===== config.mk =====
export PLATFORM = sky130hd
export DESIGN_NAME = id_pair_axis_packer
export DESIGN_NICKNAME = d
export VERILOG_FILES = /design/src/rtl/fp_accel_pkg.sv /design/src/rtl/axis_out_reg.sv /design/src/rtl/id_pair_axis_packer.sv
export SDC_FILE = /design/constraint.sdc
export NUM_CORES = 2
export LEC_CHECK = 0
export CAP_MARGIN = 20
export CORE_ASPECT_RATIO = 0.75
export CORE_MARGIN = 8
export CORE_UTILIZATION = 50
export DETAILED_ROUTE_END_ITERATION = 10
export PLACE_DENSITY = 0.76
export SYNTH_ARGS = -nofsm -noshare
export SYNTH_HDL_FRONTEND = slang
export SYNTH_SLANG_ARGS = --single-unit

===== constraint.sdc =====
create_clock -name ap_clk -period 37.2 [get_ports ap_clk]
set_input_delay 7.44 -clock ap_clk [delete_from_list [all_inputs] [get_ports ap_clk]]
set_output_delay 7.44 -clock ap_clk [all_outputs]
set_load 0.03 [all_outputs]

===== src/rtl/fp_accel_pkg.sv =====
// Shared definitions for the fingerprint accelerator stream blocks:
// width derivations, tkeep mask generation and packer FSM states.
package fp_accel_pkg;

    // Widest tkeep the mask helper can produce (4096-bit bus)
    localparam int unsigned KEEP_MAX = 512;

    typedef enum logic {
        ST_FILL = 1'b0,
        ST_HOLD = 1'b1
    } pack_state_e;

    function automatic int unsigned pair_width(input int unsigned id_width);
        return 2 * id_width;
    endfunction

    function automatic int unsigned lanes_per_word(input int unsigned bus_width,
                                                   input int unsigned id_width);
        return bus_width / (2 * id_width);
    endfunction

    // Low n*bytes_per_lane bits set; callers cast down to their own tkeep width.
    function automatic logic [KEEP_MAX-1:0] keep_from_lanes(input int unsigned n,
                                                            input int unsigned bytes_per_lane);
        logic [KEEP_MAX-1:0] k;
        k = '0;
        for (int unsigned i = 0; i < KEEP_MAX; i++) begin
            if (i < n * bytes_per_lane) begin
                k[i] = 1'b1;
            end
        end
        return k;
    endfunction

endpackage


===== src/rtl/axis_out_reg.sv =====
// One-entry AXI-Stream output register. 'free' tells the producer a new
// word may be loaded this cycle (empty, or the held word is being taken).
module axis_out_reg #(
    parameter int unsigned DATA_W = 64,
    parameter int unsigned KEEP_W = DATA_W / 8
) (
    input  logic              clk,
    input  logic              rst,
    input  logic              load,
    input  logic [DATA_W-1:0] ld_data,
    input  logic [KEEP_W-1:0] ld_keep,
    input  logic              ld_last,
    output logic              free,
    output logic [DATA_W-1:0] tdata,
    output logic [KEEP_W-1:0] tkeep,
    output logic              tvalid,
    output logic              tlast,
    input  logic              tready
);

    assign free = !tvalid || tready;

    always_ff @(posedge clk or posedge rst) begin
        if (rst) begin
            tvalid <= 1'b0;
            tdata  <= '0;
            tkeep  <= '0;
            tlast  <= 1'b0;
        end else if (load) begin
            tvalid <= 1'b1;
            tdata  <= ld_data;
            tkeep  <= ld_keep;
            tlast  <= ld_last;
        end else if (tready) begin
            tvalid <= 1'b0;
        end
    end

endmodule


===== src/rtl/id_pair_axis_packer.sv =====
// Packs one {ID_A, ID_B} pair per beat into LANES-wide AXI-Stream words,
// flushing partial words on tlast or after an idle timeout.
module id_pair_axis_packer
    import fp_accel_pkg::*;
#(
    parameter  int unsigned VEC_ID_WIDTH   = 8,
    parameter  int unsigned OUT_BUS_WIDTH  = 512,
    parameter  int unsigned TIMEOUT_CYCLES = 256,
    parameter  int unsigned PCNT_WIDTH     = 32,
    localparam int unsigned PAIR_WIDTH     = pair_width(VEC_ID_WIDTH),
    localparam int unsigned LANES          = lanes_per_word(OUT_BUS_WIDTH, VEC_ID_WIDTH)
) (
    input  logic                       ap_clk,
    input  logic                       ap_rst,
    input  logic [PAIR_WIDTH-1:0]      S_AXIS_PAIR_tdata,
    input  logic                       S_AXIS_PAIR_tvalid,
    input  logic                       S_AXIS_PAIR_tlast,
    output logic                       S_AXIS_PAIR_tready,
    output logic [OUT_BUS_WIDTH-1:0]   M_AXIS_tdata,
    output logic [OUT_BUS_WIDTH/8-1:0] M_AXIS_tkeep,
    output logic                       M_AXIS_tvalid,
    output logic                       M_AXIS_tlast,
    input  logic                       M_AXIS_tready,
    output logic [PCNT_WIDTH-1:0]      o_PairCount,
    output logic                       o_Busy
);

    localparam int unsigned KEEP_W     = OUT_BUS_WIDTH / 8;
    localparam int unsigned PAIR_BYTES = PAIR_WIDTH / 8;
    localparam int unsigned LANE_W     = (LANES > 1) ? $clog2(LANES) : 1;
    localparam int unsigned CNT_W      = $clog2(LANES + 1);
    localparam int unsigned IDLE_W     = (TIMEOUT_CYCLES > 1) ? $clog2(TIMEOUT_CYCLES) : 1;
    localparam bit          TO_EN      = (TIMEOUT_CYCLES != 0);
    localparam logic [LANE_W-1:0] LANE_LAST = LANE_W'(LANES - 1);
    localparam logic [IDLE_W-1:0] IDLE_LAST =
        IDLE_W'((TIMEOUT_CYCLES == 0) ? 0 : TIMEOUT_CYCLES - 1);

    pack_state_e              state, state_nx;
    logic [LANE_W-1:0]        lane, lane_nx;
    logic [OUT_BUS_WIDTH-1:0] acc, acc_nx, acc_ins;
    logic [CNT_W-1:0]         hold_cnt, hold_cnt_nx;
    logic                     hold_last, hold_last_nx;
    logic [IDLE_W-1:0]        idle, idle_nx;

    logic                     accept;
    logic                     complete;
    logic                     load;
    logic                     out_free;
    logic [OUT_BUS_WIDTH-1:0] word_data;
    logic [CNT_W-1:0]         word_cnt;
    logic                     word_last;
    logic [KEEP_W-1:0]        word_keep;

    // Readiness depends only on registered state; reset gates it low.
    assign S_AXIS_PAIR_tready = !ap_rst && (state == ST_FILL);
    assign accept             = S_AXIS_PAIR_tvalid && S_AXIS_PAIR_tready;

    always_comb begin
        acc_ins = acc;
        acc_ins[lane*PAIR_WIDTH +: PAIR_WIDTH] = S_AXIS_PAIR_tdata;
    end

    always_comb begin
        state_nx     = state;
        lane_nx      = lane;
        acc_nx       = acc;
        hold_cnt_nx  = hold_cnt;
        hold_last_nx = hold_last;
        idle_nx      = '0;
        complete     = 1'b0;
        load         = 1'b0;
        word_data    = acc;
        word_cnt     = hold_cnt;
        word_last    = hold_last;

        case (state)
            ST_FILL: begin
                if (accept) begin
                    acc_nx  = acc_ins;
                    lane_nx = lane + 1'b1;
                    if (S_AXIS_PAIR_tlast || (lane == LANE_LAST)) begin
                        complete  = 1'b1;
                        word_data = acc_ins;
                        word_cnt  = CNT_W'(lane) + CNT_W'(1);
                        word_last = S_AXIS_PAIR_tlast;
                    end
                end else if (lane != '0) begin
                    // An accepted beat above always wins over the timeout.
                    if (TO_EN && (idle == IDLE_LAST)) begin
                        complete  = 1'b1;
                        word_data = acc;
                        word_cnt  = CNT_W'(lane);
                        word_last = 1'b0;
                    end else if (TO_EN) begin
                        idle_nx = idle + 1'b1;
                    end
                end

                if (complete) begin
                    if (out_free) begin
                        load    = 1'b1;
                        acc_nx  = '0;
                        lane_nx = '0;
                    end else begin
                        acc_nx       = word_data;
                        hold_cnt_nx  = word_cnt;
                        hold_last_nx = word_last;
                        state_nx     = ST_HOLD;
                    end
                end
            end

            ST_HOLD: begin
                if (out_free) begin
                    load     = 1'b1;
                    acc_nx   = '0;
                    lane_nx  = '0;
                    state_nx = ST_FILL;
                end
            end

            default: state_nx = ST_FILL;
        endcase
    end

    always_ff @(posedge ap_clk or posedge ap_rst) begin
        if (ap_rst) begin
            state     <= ST_FILL;
            lane      <= '0;
            acc       <= '0;
            hold_cnt  <= '0;
            hold_last <= 1'b0;
            idle      <= '0;
        end else begin
            state     <= state_nx;
            lane      <= lane_nx;
            acc       <= acc_nx;
            hold_cnt  <= hold_cnt_nx;
            hold_last <= hold_last_nx;
            idle      <= idle_nx;
        end
    end

    always_ff @(posedge ap_clk or posedge ap_rst) begin
        if (ap_rst) begin
            o_PairCount <= '0;
        end else if (accept) begin
            o_PairCount <= o_PairCount + PCNT_WIDTH'(1);
        end
    end

    assign word_keep = KEEP_W'(keep_from_lanes(32'(word_cnt), PAIR_BYTES));

    axis_out_reg #(
        .DATA_W (OUT_BUS_WIDTH),
        .KEEP_W (KEEP_W)
    ) u_out (
        .clk     (ap_clk),
        .rst     (ap_rst),
        .load    (load),
        .ld_data (word_data),
        .ld_keep (word_keep),
        .ld_last (word_last),
        .free    (out_free),
        .tdata   (M_AXIS_tdata),
        .tkeep   (M_AXIS_tkeep),
        .tvalid  (M_AXIS_tvalid),
        .tlast   (M_AXIS_tlast),
        .tready  (M_AXIS_tready)
    );

    assign o_Busy = (lane != '0) || (state == ST_HOLD) || M_AXIS_tvalid;

endmodule

==> run metrics <==
outcome completed; warning count from the yosys run 0; share of cells above drive strength 1 0.06995; router iterations before antenna repair 6; clock root buffer clkbuf_16; largest net degree at the start of global routing approximately 290; clock slew at reported path FFs roughly 60 ps; register area share after synthesis 0.5751; Cell Chain, Critical Path clkdlybuf4s50_1 > nor2_1 > clkdlybuf4s50_1; max_cap viols 0; post-CTS sizing 0; die area ~110000 µm²; dominant cell by count in the synthesized netlist dfrtp_1; Hold Buf Count CTS 0; CP arrival between 8000 and 9000 ps; clk sinks about 1100; GP Congestion about 0.9; clock tree buffer depth 3; Die X between 300 and 400 µm; Die H between 200 and 300 µm; DP Wirelength about 110000 µm; setup total negative slack 0 ps; Area contributors post-synth dfrtp_1, mux2i_1, a22o_1, o21ai_0, nand2_1; Slew Limit Headroom 0.1904; # DRC 0; Hold Vio Cnt, Final 0; PortBufs about 630; RSZ-0062 raised after global routing no; vias in the first global route ~38000; DR iter-0 viols between 4000 and 5000; FF+latch count, synth 1111; I/O pin cnt roughly 630; Core ar. between 90000 and 100000 µm²; Post-synth EDFFs 0; ANT nets after route 0; grt ovf 0; Synth Cell Area 48340 µm²; Tightest Hold Check Type reg -> reg; net count after synthesis around 4500; Crit path largest cell delay 680 ps; Initial Util 0.5061; CP endpoint kind primary output; via count 38660; min Tclk post-route ~16000 ps; Fin Hold WS roughly 470 ps; latest clock arrival within the worst-skew pair 690 ps; Clock Skew around 24 ps; Post-CTS Setup Bufs 0; CP Data Required Time around 30000 ps; Area growth, synth to finish 22.10%; Tcrit/Tclk final 0.4396; CP max FO 7; synth cell count leaders dfrtp_1, nand2_1, o21ai_0, mux2i_1, a22o_1; WP buf/inv 2; CTS buffer count around 110; Mapped Cells 4477; syn_area_per_cell 10.80 µm²; TritonCTS clock tree yes; delay-heaviest family, CP buffers and inverters; slowest CP cell clkdlybuf4s50_1; CP Class in -> out; VDD IR max 0.00004947 V; largest area contributor in the netlist dfrtp_1; Main synth FF type dfrtp_1; final WL 164300 µm; fmax ~60 MHz; GR Util All Layers 0.2968; vias per cell 6.151; FFs w/ async S/R, synth 1.000; Slew Viols, Final 0; Synth top area share 0.5751; H-tree depth 3; first-pass GRT wire length about 250000 µm; NumNets Final between 4000 and 5000; P per Cell Area 45.92 nW/µm²; Netlist cell types between 80 and 90; Top cell by count, worst path clkdlybuf4s50_1; initial antenna violation count 2; drt wl/cell 26.15 µm; Leakage about 26 nW; count of final setup violators 0; row cnt roughly 100; startpoint types input port; Worst Tran Pin Value 1214 ps
[routing by layer]
layer | GRT usage | wire length (µm) | part of all wire | up-vias
met4 | 0.1178 | 7216 | 0.044 | 0
met5 | 0 | 0 | 0 | -
met3 | 0.07305 | 15080 | 0.092 | 370
met1 | 0.4060 | 67670 | 0.41 | 19360
li1 | - | - | - | 17020
met2 | 0.4565 | 74350 | 0.45 | 1908
[per-stage QoR]
step           utilization  setup WS, ps  instances  power (mW)  instance area, µm²
4_1_cts             0.6169         20840       6276       2.716               58930
3_3_place_gp        0.5791         20840       6073       1.625               55310
5_1_grt             0.6179         20790       6283       2.792               59020
6_report            0.6179         20850       6284       2.710               59020
3_5_place_dp        0.5803         20840       6083       1.632               55430
2_1_floorplan            -         14430       4477       1.496               48340
[registers in the layout (all words and copies together) (netlist names)]
signal / cells
acc: 512
hold_cnt: 6
hold_last: 1
idle: 8
lane: 5
o_PairCount: 32
state: 1
u_out.tdata: 512
u_out.tkeep: 32
u_out.tlast: 1
u_out.tvalid: 1
[power breakdown]
part / internal (mW) / switching (mW) / leakage, nW
registers: 1.22 / 0.0155 / 15.5
logic: 0.0838 / 0.294 / 8.50
clock network: 0.611 / 0.483 / 1.70
[final cells by class]
cell class | instances | area (µm²)
tap | 1250 | 1564
fill | 7579 | 36500
clock inverter | 34 | 372.9
sequential | 1111 | 27800
antenna | 2 | 5.005
clock buffer | 159 | 3124
inverter | 10 | 41.29
multi-input combinational | 2977 | 18820
timing repair buffer | 741 | 7296
[cells in the final DEF (no fill, tap or decap), types with 7 or more instances in the layout]
master           instances
xor2_1                  13
nand2b_1                12
o2bb2ai_1              161
clkbuf_16              108
clkinv_2                16
mux2i_1                356
nand2_2                  8
a21oi_1                189
dfrtp_1               1111
nor2_1                 165
buf_4                   94
nand2_1                642
nand3_1                 50
nor3_1                 173
nor4_4                   7
inv_1                    8
and2_1                  36
nand4_1                 18
nor2_4                  10
a22o_1                 322
a31oi_1                  8
o22a_1                  10
xnor2_1                 26
a32o_1                  35
clkdlybuf4s50_1        632
o21a_1                   8
clkinvlp_4               8
clkbuf_1                28
and3_1                  49
o21ai_1                 70
o21ai_0                488
clkbuf_8                24
[path summary, 6_finish.rpt]
kind	start	endpoint	slack, ps	cells after the start
min	o_PairCount[31]	o_PairCount[31]	470	1
max in group asynchronous	ap_rst	u_out.tdata[188]	26530	5
max reg2reg	lane[0]	u_out.tdata[423]	30680	12
max	ap_rst	S_AXIS_PAIR_tready	20850	3
min in group asynchronous	ap_rst	acc[150]	7550	2
min reg2reg	o_PairCount[31]	o_PairCount[31]	470	1
[logic make-up after synthesis]
family,share of synthesized area
fa+ha+maj,0.001553
compound gates,0.1875
flops,0.5751
xor+xnor,0.007248
simple gates,0.1170
buf+inv,0.03732
mux,0.07424
Power figures use the tool's default switching activity.
